### config.mk
export PLATFORM = sky130hd
export DESIGN_NAME = tx_fmt
export DESIGN_NICKNAME = d
export VERILOG_FILES = /design/src/rtl/tx_fmt.sv
export SDC_FILE = /design/constraint.sdc
export NUM_CORES = 1
export LEC_CHECK = 0
export CORE_ASPECT_RATIO = 1.2
export CORE_MARGIN = 2
export CORE_UTILIZATION = 65
export DETAILED_ROUTE_END_ITERATION = 6
export PLACE_DENSITY = 0.86
export SLEW_MARGIN = 0
export SYNTH_ARGS = -nofsm -noshare
export SYNTH_HDL_FRONTEND = slang
export SYNTH_SLANG_ARGS = --single-unit
### constraint.sdc
create_clock -name clk -period 8.75 [get_ports clk]
set_input_delay 1.75 -clock clk [delete_from_list [all_inputs] [get_ports clk]]
set_output_delay 1.75 -clock clk [all_outputs]
set_load 0.05 [all_outputs]
### src/rtl/tx_fmt.sv
// ---------------------------------------------------------------------------
// tx_fmt -- signed result to decimal ASCII formatter feeding a UART transmitter
//
// A 16-bit two's-complement result is captured in IDLE, its magnitude is
// converted to five BCD digits with an iterative double-dabble engine (one
// input bit per cycle), and the resulting character string ('-' if negative,
// digits with leading zeros suppressed, optional CR/LF) is handed to the
// transmitter one byte at a time.  Each byte is presented on tx_data, started
// with a one-cycle uout_valid pulse, and the next byte waits until the
// transmitter's tx_valid has gone high and then low again (frame complete).
//
// Optional feature macro: TX_FMT_CRLF_EN
//   defined   : append 8'h0D, 8'h0A after the digits (up to 8 bytes)
//   undefined : digits only (up to 6 bytes)
//
// Ports
//   clk         in   1   system clock
//   n_rst       in   1   synchronous active-low reset
//   res_data    in  16   signed result to format
//   res_valid   in   1   result present; captured when res_valid && res_ready
//   res_ready   out  1   high only while idle
//   tx_data     out  8   registered ASCII byte to the transmitter
//   uout_valid  out  1   registered one-cycle start pulse to the transmitter
//   tx_valid    in   1   transmitter STOP indicator (high then low = done)
// ---------------------------------------------------------------------------
module tx_fmt #(
  parameter int CONV_CYCLES = 16
) (
  input  logic        clk,
  input  logic        n_rst,
  input  logic [15:0] res_data,
  input  logic        res_valid,
  output logic        res_ready,
  output logic [7:0]  tx_data,
  output logic        uout_valid,
  input  logic        tx_valid
);

  localparam int DATA_W = 16;
  localparam int BCD_W  = 20;
  localparam int ITER_W = $clog2(CONV_CYCLES);

`ifdef TX_FMT_CRLF_EN
  localparam int MAX_CHARS = 8;
  localparam int IDX_W     = 4;
`else
  localparam int MAX_CHARS = 6;
  localparam int IDX_W     = 3;
`endif

  typedef enum logic [2:0] {
    IDLE,
    CONV,
    LOAD,
    SEND,
    WAIT_HI,
    WAIT_LO
  } state_t;

  state_t                    state, state_n;
  logic                      sign;
  logic        [DATA_W-1:0]  mag;
  logic        [BCD_W-1:0]   bcd;
  logic        [ITER_W-1:0]  iter;
  logic        [IDX_W-1:0]   idx;
  logic signed [DATA_W-1:0]  res_s;

  logic        [7:0]         chars [MAX_CHARS];
  logic        [IDX_W-1:0]   n_chars;
  logic        [2:0]         wp;
  logic        [3:0]         digit;
  logic                      seen_nz;
  logic                      more;

  assign res_s     = res_data;
  assign res_ready = (state == IDLE);
  assign more      = (idx < n_chars);

  // Absolute value as unsigned; -32768 maps onto 16'h8000 naturally.
  function automatic logic [DATA_W-1:0] magnitude(input logic signed [DATA_W-1:0] v);
    logic [DATA_W-1:0] r;
    r = v[DATA_W-1] ? (~v + 1'b1) : v;
    return r;
  endfunction

  // Double-dabble correction: any nibble >= 5 gets +3 before the shift.
  function automatic logic [BCD_W-1:0] add3(input logic [BCD_W-1:0] b);
    logic [BCD_W-1:0] r;
    r = b;
    for (int k = 0; k < BCD_W / 4; k++) begin
      if (r[k*4 +: 4] >= 4'd5) r[k*4 +: 4] = r[k*4 +: 4] + 4'd3;
    end
    return r;
  endfunction

  // Character list derived from the finished BCD value.  sign and bcd stay
  // frozen while the bytes are sent, so this table is stable for the whole
  // string and only idx walks through it.
  always_comb begin
    for (int i = 0; i < MAX_CHARS; i++) chars[i] = 8'h00;
    n_chars = '0;
    wp      = '0;
    digit   = '0;
    seen_nz = 1'b0;
    if (sign) begin
      chars[wp] = 8'h2D;
      wp        = wp + 1'b1;
      n_chars   = n_chars + 1'b1;
    end
    for (int d = BCD_W / 4 - 1; d >= 0; d--) begin
      digit = bcd[d*4 +: 4];
      // The units digit is always emitted so that zero prints as "0".
      if (digit != 4'd0 || seen_nz || d == 0) begin
        chars[wp] = {4'h3, digit};
        wp        = wp + 1'b1;
        n_chars   = n_chars + 1'b1;
        seen_nz   = 1'b1;
      end
    end
`ifdef TX_FMT_CRLF_EN
    chars[wp] = 8'h0D;
    wp        = wp + 1'b1;
    chars[wp] = 8'h0A;
    n_chars   = n_chars + 2'd2;
`endif
  end

  // State register
  always_ff @(posedge clk) begin
    if (!n_rst) state <= IDLE;
    else        state <= state_n;
  end

  // Next-state logic
  always_comb begin
    state_n = state;
    case (state)
      IDLE:    if (res_valid) state_n = CONV;
      CONV:    if (iter == ITER_W'(CONV_CYCLES - 1)) state_n = LOAD;
      LOAD:    state_n = SEND;
      SEND:    state_n = WAIT_HI;
      WAIT_HI: if (tx_valid) state_n = WAIT_LO;
      WAIT_LO: if (!tx_valid) state_n = more ? LOAD : IDLE;
      default: state_n = IDLE;
    endcase
  end

  // Conversion datapath and registered transmitter outputs
  always_ff @(posedge clk) begin
    if (!n_rst) begin
      sign       <= 1'b0;
      mag        <= '0;
      bcd        <= '0;
      iter       <= '0;
      idx        <= '0;
      tx_data    <= 8'h00;
      uout_valid <= 1'b0;
    end else begin
      // The pulse is registered off LOAD so it is high exactly in SEND.
      uout_valid <= (state == LOAD);
      case (state)
        IDLE: begin
          if (res_valid) begin
            sign <= res_s[DATA_W-1];
            mag  <= magnitude(res_s);
            bcd  <= '0;
            iter <= '0;
            idx  <= '0;
          end
        end
        CONV: begin
          {bcd, mag} <= {add3(bcd), mag} << 1;
          iter       <= iter + 1'b1;
        end
        LOAD: begin
          tx_data <= chars[idx[2:0]];
          idx     <= idx + 1'b1;
        end
        default: ;
      endcase
    end
  end

endmodule
# Word-level counts from Yosys, hierarchy flattened
# Cells that the tools add are included.
[totals]
register_bits = 56
inputBits = 20
output_inout_bits = 10
wordCells = 125
[classes]
add_sub_neg = 13
n_lt_le_gt_ge = 17
n_eq_ne = 10
muxes = 51
bitwise = 7
n_reduce_logical = 19
[op_table]
columns = ["cell", "n"]
rows = [
  ["bitwise mux 48 bit", 5],
  ["2-to-1 mux 48 bit", 4],
  ["demux 8 bit (select 3 bit)", 5],
  ["2-to-1 mux 8 bit", 7],
  ["case mux 20 bit (2 select lines)", 1],
  ["2-to-1 mux 16 bit", 2],
  ["case mux 16 bit (2 select lines)", 1],
  ["2-to-1 mux 3 bit", 10],
  ["binary-select mux 8 bit (select 3 bit)", 1],
  ["greater-or-equal comparator 4 bit, second input constant", 6],
  ["NOT 3 -> 4 bit", 6],
  ["greater-or-equal comparator 4 x 3 -> 1 bit, second input constant", 5],
  ["less-than comparator 4 x 1 -> 1 bit, second input constant", 5],
  ["2-to-1 mux 20 bit", 1],
  ["2-to-1 mux 4 bit", 5],
  ["adder 3 x 1 -> 3 bit, second input constant", 6],
  ["case mux 3 bit (6 select lines)", 1],
  ["adder 16 x 1 -> 16 bit, second input constant", 1],
  ["adder 4 x 2 -> 4 bit, second input constant", 4],
  ["NOT 16 bit", 1],
  ["nonzero test 4 bit", 4],
  ["!= test 2 bit, second input constant", 4],
  ["case mux 4 bit (2 select lines)", 1],
  ["equality test 3 x 2 -> 1 bit, second input constant", 2],
  ["16 further kinds", 29],
]

# Longest topological paths before layout
[depth]
depth_word = 18
ltp_mapped = 22

# Least setup slack after synthesis
# No wires, ideal clock.
[synth_path]
path_kind = "reg-to-reg"
startpoint = "reg bcd[16]"
endpoint = "reg state[1]"
arrival_time_ns = 4.757
required_ns = 8.633
slack_ns = 3.876
stages_incl_launch_ff = 23
path_buffers = 5
period_less_slack_ns = 4.874
cell_sequence = "dfxtp_1 -> inv_1 -> ha_1 -> or3b_4 -> inv_1 -> buf_4 -> nand2_1 -> fa_1 -> clkbuf_1 -> clkbuf_1 -> buf_1 -> o21ai_0 -> o211ai_1 -> ha_1 -> buf_1 -> mux2_2 -> ha_1 -> xnor2_1 -> xnor2_1 -> ha_1 -> o21ai_0 -> a31oi_1 -> nor2b_1"
[synth_between]
elab_chain_cells = 13
word_cells_on_any_way = 19
[synth_rtl]
columns = ["item", "line", "text"]
rows = [
  ["start, declared", "63", "logic [BCD_W-1:0] bcd;"],
  ["start signal, assigned", "172", "{bcd, mag} <= {add3(bcd), mag} << 1;"],
  ["nonzero test 4 bit *", "113", "if (digit != 4'd0 || seen_nz || d == 0) begin"],
  ["2-to-1 mux 3 bit or 2-to-1 mux 1 bit (tied branches)", "--", ""],
  ["adder 3 x 1 -> 3 bit or logical OR 1 bit (tied branches)", "116, 113", ""],
  ["2-to-1 mux 3 bit or 2-to-1 mux 1 bit (tied branches)", "113", ""],
  ["adder 3 x 1 -> 3 bit or logical OR 1 bit (tied branches)", "116, 113", ""],
  ["2-to-1 mux 3 bit or 2-to-1 mux 1 bit (tied branches)", "113", ""],
  ["adder 3 x 1 -> 3 bit or logical OR 1 bit (tied branches)", "116, 113", ""],
  ["2-to-1 mux 3 bit *", "113", ""],
  ["adder 3 x 1 -> 3 bit *", "116", "n_chars = n_chars + 1'b1;"],
  ["less-than comparator 3 bit *", "77", "assign more = (idx < n_chars);"],
  ["2-to-1 mux 2 bit *", "143", "WAIT_LO: if (!tx_valid) state_n = more ? LOAD : IDLE;"],
  ["2-to-1 mux 3 bit *", "143", ""],
  ["case mux 3 bit (6 select lines) *", "137", "case (state)"],
  ["end signal, assigned", "131", "else state <= state_n;"],
  ["end, declared", "60", "state_t state, state_n;"],
]
# Mark *: on every way between the ends. The rest lies on a longest branch, timed or not. The select of a mux whose other input is x is not followed.
# A chain may end at the register's enable or synchronous reset.

# Worst setup path in the final report
[layout_path]
startpoint = "reg bcd[17]"
endpoint = "reg tx_data[0]"
[layout_between]
elab_chain_cells = 17
word_cells_on_any_way = 49
[layout_rtl]
columns = ["item", "line", "text"]
rows = [
  ["nonzero test 4 bit *", "113", ""],
  ["2-to-1 mux 3 bit or 2-to-1 mux 1 bit (tied branches)", "113", ""],
  ["adder 3 x 1 -> 3 bit, or another cell as far along", "--", ""],
  ["2-to-1 mux 3 bit, or another cell as far along", "--", ""],
  ["adder 3 x 1 -> 3 bit, or another cell as far along", "--", ""],
  ["2-to-1 mux 3 bit, or another cell as far along", "--", ""],
  ["adder 3 x 1 -> 3 bit, or another cell as far along", "--", ""],
  ["2-to-1 mux 3 bit, or another cell as far along", "--", ""],
  ["NOT 3 -> 4 bit (not written as such), or another cell as far along", "114", "chars[wp] = {4'h3, digit};"],
  ["greater-or-equal comparator 4 bit (not written as such), or another cell as far along", "114", ""],
  ["logical AND 1 bit (not written as such), or another cell as far along", "114", ""],
  ["2-to-1 mux 8 bit (not written as such) or bitwise mux 48 bit (tied branches)", "114", ""],
  ["demux 8 bit (select 3 bit) or 2-to-1 mux 48 bit (tied branches)", "114, 113", ""],
  ["bitwise mux 48 bit *", "114", ""],
  ["binary-select mux 8 bit (select 3 bit) *", "176", "tx_data <= chars[idx[2:0]];"],
  ["2-to-1 mux 8 bit (not written as such) * (2 in a row)", "176", ""],
  ["end signal, assigned", "176", ""],
  ["end, declared", "34", "output logic [7:0] tx_data,"],
]
# Marked as above.

==> flow_summary.yaml <==
flow_run:
  max_cap_viol_count: 0
pwr:
  p_clk_share_pct: 34.4
  p_switching_uw: 146
  switching_share_pct: 28.2
  ir_worst_vdd_v: 0.000102
  p_leak_uw: 0.00184
  power.share.sequential_pct: 49.9
  power_density_nw_per_um2: 101
  combPwrFrac_pct: 15.7
  intPower_uw: 372
die:
  chipHeight_um: 98.6
  die_x_um: 82.9
  start_util_pct: 67.1
  core_um2: 7230
  row_count: 34
  dieArea_um2: 8170
  io_pins: 30
critical_path:
  r2r_end: "tx_data[0]"
  crit_type: "register to register"
  crit_family: "compound AO/OA/AOI/OAI gates"
  worstPathMaxFanout: 16
  reg2reg_slack_ns: 3.57
  path_buf_inv: 2
  crit_path_max_incr_delay_ns: 0.86
  endpoint_kind: "register"
  reg2reg_from: "bcd[17]"
  crit_path_start_kind: "register"
  reg2regPathDepth: 15
  slowest_stage: "fa_1"
  cp.arrival_ns: 5.40
  cp_cell_sequence: "inv_1, ha_1, or3b_4, inv_1, nand2_1, fa_1, o211ai_1, ha_1, xnor2_1, nand2_1, o21ai_0, a21oi_1, o31ai_1, a31oi_1, a211o_1"
  cp.required_ns: 8.97
synthesis:
  synth_seq_area_share_pct: 22.3
  synth_top_family_by_area: "compound AO/OA/AOI/OAI gates"
  synth_xor_area_share_pct: 4.70
  synthSimpleGateAreaFrac_pct: 26.8
  ys_ff_latch: 54
  synthesis.area_um2: 4850
  synth_compound_area_share_pct: 29.9
  synthMuxAreaShare_pct: 3.25
  synth_warnings: 0
  synthAdderAreaFrac_pct: 6.09
  synthFlopType: "dfxtp_1"
  async_flop_share_pct: 0
  synth_area_per_cell_um2: 7.30
  synth_cell_types: 71
  synth_cells: 664
  synth_edf_count: 0
cts:
  cts_setup_buffers: 0
  ctsHoldBuffers: 0
  cts_buffer_depth: 2
  cts_tree: "done"
  insertion_delay_ns: 0.32
  path_clk_slew_ns: 0.11
  cts_buffers: 5
  cts_root_buf: "clkbuf_8"
  cts-resized-gates: 0
  clkSinkCount: 54
  cts.htree.levels: 2
drt:
  drt-total-wl_um: 14400
  wire_per_inst_um: 19.6
  postRouteAntennaNets: 0
  drtPass1Iterations: 7
  route.detailed.drc: 15
  vias: 5147
  vias_per_cell: 6.99
  drtIter0Drc: 772
timing:
  worst_pin_slew_ns: 1.20
  timing.final.ws_setup_ns: 3.57
  setup_violations: 0
  tns_ns: 0
  post-route-period-util_pct: 59.2
  clock_skew_ns: 0.0139
  fmax_ghz: 0.193
  hold_viol: 0
  period_needed_ns: 5.18
  slew_headroom_pct: 19.5
  slew_violations: 0
  rsz0062_at_grt: "no"
final_layout:
  final_common_cell: "o21ai_0"
  layout_common_cells: "62 x o21ai_0, 54 x nand2_1, 54 x dfxtp_1"
  utilization_pct: 71.2
  final_net_count: 688
  areaGrowthSynthToFinish_pct: 6.22
  nFillCells: 592
  drive_gt1_share_pct: 4.64
  antenna_cells: 0
hold_path:
  hold_class: "register to register"
  hp-start: "mag[15]"
  hold_end: "bcd[0]"
  whs_path_depth: 2
global_route:
  grt_pass1_wl_um: 23600
  grt_pass1_vias: 4717
  overflow: 0
  antenna_found_initial: 0
  grt_max_degree: 54
  grt_util_all_layers_pct: 35.1
outcome:
  outcome: "finished with violations"
  violations: "design-rule violations"
placement:
  dp_slack_ns: 3.69
  gp_congestion: 1.08
  dpl.hpwl_um: 10300
  port-buffer-count: 27
worst max path at each step:
stage	startpoint	end	slack, ns	cells past startpoint
global placement	bcd[16]	tx_data[0]	3.93	15
detailed placement	bcd[16]	tx_data[5]	3.69	15
CTS	bcd[16]	tx_data[5]	3.63	15
floorplan	bcd[16]	state[1]	3.88	22
finish	bcd[17]	tx_data[0]	3.57	15
global route	bcd[16]	tx_data[5]	3.09	15
power groups by stage:
stage | registers [uW] | logic [uW] | clock network [uW]
floorplan | 261 | 58.3 | 0
global placement | 264 | 77.8 | 0
detailed placement | 264 | 80.2 | 0
CTS | 258 | 80.6 | 178
global route | 259 | 89.8 | 189
finish | 259 | 81.4 | 179
worst min-delay path, cell delays in order (launching register included):
cell and delay, ns:
dfxtp_1 0.33, nand2_1 0.05, a21boi_0 0.06
cell usage after synthesis, types with 4 or more instances:
master    count  area share, %
and2_1       26            3.4
o31ai_1       9            1.4
a32o_1        4           0.83
xnor2_1      17            3.1
a31oi_1      14            1.8
buf_1         6           0.46
nand2b_1     14            1.8
nor3b_1       5           0.77
a21boi_0     15            2.3
nand2_1      54            4.2
a211oi_1      8            1.2
a22oi_1      15            2.3
xor2_1        9            1.6
nor3_1       23            2.4
nor4_1        4           0.52
o211ai_1      7            1.1
nand4_1       9            1.2
a221oi_1      5           0.90
mux2i_1       9            1.9
mux2_2        6            1.4
a311oi_1      4           0.72
o21ai_0      62            6.4
nor2_1       36            2.8
nor2b_1      17            2.2
nand3_1      34            3.5
dfxtp_1      54             22
clkbuf_1     46            3.6
inv_1        21            1.6
o211a_1       4           0.83
ha_1         22            5.7
buf_2         5           0.52
a21oi_1      31            3.2
final cells by class:
type	instances	area [um^2]	share of cell area, %
Clock buffer	5	68.8	1.34
Clock inverter	3	47.5	0.923
Inverter	21	78.8	1.53
Multi-Input combinational cell	529	3440	66.8
Sequential cell	54	1080	21.0
Tap cell	90	113	2.19
Timing Repair Buffer	34	323	6.27
sequential cells by signal (all words and copies together) (netlist names):
| name | flops |
|---|---|
| state | 3 |
| mag | 16 |
| iter | 4 |
| bcd | 20 |
| tx_data | 6 |
| sign | 1 |
| uout_valid | 1 |
| idx | 3 |
cell families after synthesis:
| group | count (synthesis) |
|---|---|
| AOI/OAI and AO/OA | 217 |
| xor gates and xnor gates | 26 |
| adders and majority gates | 23 |
| buffers and inverters | 82 |
| DFF | 54 |
| muxes | 15 |
| other | 1 |
| and+or+nand+nor | 246 |
stage by stage:
stage / hold slack (ns) / instance area, um^2 / power (uW) / cells
2_1_floorplan: 0.441 / 4850 / 320 / 665
3_3_place_gp: 0.449 / 5030 / 342 / 728
3_5_place_dp: 0.463 / 5030 / 344 / 728
4_1_cts: 0.479 / 5150 / 517 / 736
5_1_grt: 0.523 / 5150 / 538 / 736
6_report: 0.477 / 5150 / 519 / 736
metal layers:
metal	global-route usage [%]	routed length (um)	vias to the layer above	part of all wire [%]
met3	3.35	1070	68	7.4
met1	44.0	5560	2389	39
met4	16.5	803	0	5.6
met2	60.8	6970	296	48
li1	-	-	2394	-
met5	0	0	-	0
Note: power is estimated with default switching activity, not from simulation.
==> variant 1, RTL diff (same flow settings) <==
Add a define of `TX_FMT_CRLF_EN`.
--- a/src/rtl/tx_fmt.sv
+++ b/src/rtl/tx_fmt.sv
@@ -24,4 +24,6 @@
 //   tx_valid    in   1   transmitter STOP indicator (high then low = done)
 // ---------------------------------------------------------------------------
+`define TX_FMT_CRLF_EN
+
 module tx_fmt #(
   parameter int CONV_CYCLES = 16
Check against the original RTL: same outputs for any inputs over 4 cycles, from zero or initial values and one cycle with n_rst low; that may be too few to reach the edited logic, so the function may still have changed.
==> variant 1 against the original RTL <==
  * Area after synthesis rose by 14%
  * Design area up 13%
  * Sequential cell count grew 1
  * Critical path depth grew 5
  * Wire length up 26%
  * Sequential share of layout area is 2.0 points lower
  * Setup slack worse by 1.7 ns
  * Critical endpoint unchanged
Power is not compared: it rests on default switching activity, and its combinational part moved more than twofold at a synthesized area within 25%.
==> variant 1: results (changes against the original RTL) <==
Status
  • Status: complete, no violations (was complete, but fails checks)

Global route
  • First-pass GRT wire length: 28,900 um (was 23,600 um)
  • Global-route met2 utilization: 0.637 (was 0.608)
  • GR Util met1: 0.507 (was 0.440)
  • All-Layer GR Usage: 0.398 (was 0.351)
  • Met3 Use GR: 0.0474 (was 0.0335)
  • Vias in the first global route: 5,626 (was 4,717)
  • Largest net degree at the start of global routing: 56 (was 54)

Critical path
  • Worst r2r path cells: 20 (was 15)
  • Crit path arrival time: 7.04 ns (was 5.40 ns)
  • CP Max Fanout: 22 (was 16)
  • Top delay family on crit path: simple AND/OR/NAND/NOR gates (was compound AO/OA/AOI/OAI gates)
  • Flop2flop setup slack: 1.90 ns (was 3.57 ns)
  • Worst r2r src: bcd[16] (was bcd[17])

Worst hold path
  • Worst hold path startpoint: tx_data[3] (was mag[15])
  • Hold-critical path endpoint: tx_data[3] (was bcd[0])

Yosys
  • Post-synth cell types: 81 (was 71)
  • Post-synth top cells: o21ai_0 (71), nand2_1 (57), dfxtp_1 (55), clkbuf_1 (47), nor2_1 (45) (was o21ai_0 (62), dfxtp_1 (54), nand2_1 (54), clkbuf_1 (46), nor2_1 (36))
  • Synth Instances: 757 (was 664)
  • Seq/Total Area, Yosys: 0.199 (was 0.223)
  • Post-synthesis adder-cell area fraction: 0.0580 (was 0.0609)
  • Post-Synth XOR/XNOR Area: 0.0460 (was 0.0470)
  • Compound-Gate Fraction of Synth Area: 0.322 (was 0.299)
  • Area contributors post-synth: dfxtp_1 (20%), o21ai_0 (6.4%), ha_1 (5.4%), nand3_1 (3.9%), nand2_1 (3.9%) (was dfxtp_1 (22%), o21ai_0 (6.4%), ha_1 (5.7%), nand2_1 (4.2%), clkbuf_1 (3.6%))

Place
  • Setup slack after placement: 2.12 ns (was 3.69 ns)
  • Placed insts: 843 (was 728)
  • Routability cong.: 1.03 (was 1.08)
  • Post-DP HPWL: 13,000 um (was 10,300 um)
  • Placed cell area: 5730 um2 (was 5030 um2)

Layout
  • Fraction of layout cells with a size suffix above 1: 0.0611 (was 0.0464)
  • Area grow syn2layout: 5.23% (was 6.22%)
  • Filler instances: 643 (was 592)
  • Post-route insts no fill: 851 (was 736)
  • Final-stage net count: 781 (was 688)

STA
  • Max Fclk: 146 MHz (was 193 MHz)
  • Hold Worst Slack: 0.482 ns (was 0.477 ns)
  • Slew HR: 0.160 (was 0.195)
  • Clock Skews: 0.00741 ns (was 0.0139 ns)

Pwr
  • Pleak: just over 2 nW
  • Cell internal pwr: around 0.00048 W

Routing
  • Initial DRC count: 753 (was 772)
  • Routed metal-1 wire length: 6720 um (was 5560 um)
  • DR WL met3: 1730 um (was 1070 um)
  • WL/cell: 21.3 um (was 19.6 um)
  • Met2 wire len: 8470 um (was 6970 um)
  • DR vias: 6,118 (was 5,147)
  • DRT Pass-1 Iters: 6 (was 7)
[variant 1: cell types whose count changed in the layout (fill, tap and decap cells not counted), moves of 5 or more]
cell,delta
nor2b_1,-7
nor3_2,+5
and2_1,+7
o21ai_0,+9
nor2_1,+9
and3_1,+7
nand3_1,+9
a2111oi_0,+5
inv_1,+7
o21a_1,+5
[variant 1: layout make-up]
type / instances / area share
Multi-Input combinational cell: 609 / 0.695
Sequential cell: 55 / 0.189
Timing Repair Buffer: 34 / 0.0555
Tap cell: 114 / 0.0245
Inverter: 31 / 0.0205
Clock buffer: 6 / 0.0125
Clock inverter: 2 / 0.00215
[variant 1: worst max-delay path by stage]
stage	startpoint	to	cells past startpoint
after floorplan	bcd[16]	tx_data[5]	20
after global placement	bcd[16]	tx_data[0]	20
after detailed placement	bcd[16]	tx_data[0]	20
after CTS	bcd[16]	tx_data[0]	20
after global routing	bcd[16]	tx_data[0]	20
final	bcd[16]	tx_data[0]	20
==> variant 2, RTL diff (same flow settings) <==
Made on the original files. The 6 states of `state_t` get a one-hot encoding in 6 bits.
--- a/src/rtl/tx_fmt.sv
+++ b/src/rtl/tx_fmt.sv
@@ -49,11 +49,11 @@
 `endif
 
-  typedef enum logic [2:0] {
-    IDLE,
-    CONV,
-    LOAD,
-    SEND,
-    WAIT_HI,
-    WAIT_LO
+  typedef enum logic [5:0] {
+    IDLE    = 6'b000001,
+    CONV    = 6'b000010,
+    LOAD    = 6'b000100,
+    SEND    = 6'b001000,
+    WAIT_HI = 6'b010000,
+    WAIT_LO = 6'b100000
   } state_t;
 
Formal check against the unedited RTL: no difference found for any inputs over 10 cycles, from zero or initial values and one cycle with n_rst low; not proved beyond that.
==> variant 2 against the original RTL <==
  * Non-clock buffer count shrank 1
  * Total power is 27% higher
  * Sequential cell count up 3
  * Design area increased by 3.0%
  * Area after synthesis rose by 1.0%
  * Global-route usage is 0.50 points higher
  * Cell count grew 1.9%
  * Setup slack worse by 0.87 ns
  * Fmax down 14%
  * Wire length is 1.0% higher
==> variant 2: results (changes against the original RTL) <==
Pwr
  • Maximum VDD drop: 0.131 mV (was 0.102 mV)
  • Pleak: 1.87 nW (was 1.84 nW)

Global route
  • Initial antenna violation count: 0 (unchanged)
  • Vias in the first global route: 4,952 (was 4,717)
  • All-Layer GR Usage: 0.356 (was 0.351)
  • Largest net degree at the start of global routing: 51 (was 54)
  • First-pass GRT wire length: 24,100 um (was 23,600 um)

Place
  • Routability cong.: 1.07 (was 1.08)
  • Placed insts: 734 (was 728)
  • Post-DP HPWL: 10,400 um (was 10,300 um)

Layout
  • FFs & Latches: 57 (was 54)
  • Inverters: 27 (was 21)
  • Biggest regs: bcd x20, mag x16 (was bcd x20, mag x16, tx_data x6)
  • Fraction of layout cells with a size suffix above 1: 0.0697 (was 0.0464)
  • Seq. cell area: 1140 um2 (was 1080 um2)
  • Multi-input logic area: 3430 um2 (was 3440 um2)
  • Clk_buf instances: 12 (was 5)
  • Post-route insts no fill: 750 (was 736)
  • Buffers, non-clock: 33 (was 34)
  • Clock-cell share: 0.0389 (was 0.0226)

Yosys
  • Post-synth top cells: nor2_1 (74), dfxtp_1 (57), nand2_1 (53), o21ai_0 (49), clkbuf_1 (46) (was o21ai_0 (62), dfxtp_1 (54), nand2_1 (54), clkbuf_1 (46), nor2_1 (36))
  • Area contributors post-synth: dfxtp_1 (23%), nor2_1 (5.7%), ha_1 (5.6%), o21ai_0 (5.0%), a21oi_1 (4.6%) (was dfxtp_1 (22%), o21ai_0 (6.4%), ha_1 (5.7%), nand2_1 (4.2%), clkbuf_1 (3.6%))
  • Seq/Total Area, Yosys: 0.233 (was 0.223)
  • Post-synth cell types: 85 (was 71)
  • Syn Area/Cell: 7.36 um2 (was 7.30 um2)

Worst hold path
  • HP Class: reg2reg (unchanged)

Status
  • Status: complete, no violations (was complete, but fails checks)

STA
  • Slew HR: 0.226 (was 0.195)
  • Clock Skews: 0.00966 ns (was 0.0139 ns)

Clocking
  • Clk_lat worst skew: 0.34 ns (was 0.32 ns)
  • H-Tree Depth: 3 (was 2)
  • CTS buffer count: 9 (was 5)
  • Reg clk slew, reported paths: 0.07 ns (was 0.11 ns)

Critical path
  • Crit-path max cell delay: 1.08 ns (was 0.86 ns)
  • Crit path arrival time: 6.32 ns (was 5.40 ns)

Routing
  • DRT Pass-1 Iters: 5 (was 7)
  • Routed WL: 14,600 um (was 14,400 um)
  • DR vias: 5,311 (was 5,147)
  • Initial DRC count: 716 (was 772)
-- variant 2: stage by stage --
stage | total power, W | util | hold slack, ns | setup WS (ns) | instance area [um2]
final | 0.000657 | 0.729 | 0.493 | 2.70 | 5300
after global routing | 0.000685 | 0.729 | 0.519 | 2.29 | 5300
after CTS | 0.000656 | 0.729 | 0.497 | 2.88 | 5300
after detailed placement | 0.000402 | 0.701 | 0.485 | 2.87 | 5100
after global placement | 0.000398 | 0.701 | 0.479 | 3.17 | 5100
after floorplan | 0.000367 | - | 0.465 | 4.08 | 4900
-- variant 2: power by group --
part / internal, W / switching [W] / total [W]
Combinational: 0.0000436 / 0.0000782 / 0.000122
Sequential: 0.000269 / 0.00000873 / 0.000278
Clock: 0.000147 / 0.000110 / 0.000257
Total: 0.000460 / 0.000197 / 0.000657
-- variant 2: logic make-up (layout without fill, tap and decap cells) --
logic type,count (synthesis),in the layout,share of synthesized area
compound gates,226,226,0.315
xor+xnor,22,22,0.0393
fa+ha+maj,23,23,0.0603
buf+inv,83,76,0.0687
flops,57,57,0.233
mux,14,14,0.0299
other cells,1,2,0.000766
simple gates,240,240,0.253
-- variant 2: layer usage --
| layer | share of wire | GRT usage |
|---|---|---|
| met1 | 0.39 | 0.440 |
| met2 | 0.46 | 0.565 |
| met3 | 0.094 | 0.0656 |
| met4 | 0.062 | 0.242 |
| met5 | 0 | 0 |
-- variant 2: final timing paths --
path	cells past startpoint	end	slack, ns	start
setup / recovery	18	tx_data[1]	2.70	bcd[13]
hold / removal	2	tx_data[5]	0.49	tx_data[5]
setup reg to reg	18	tx_data[1]	2.70	bcd[13]
hold reg to reg	2	tx_data[5]	0.49	tx_data[5]
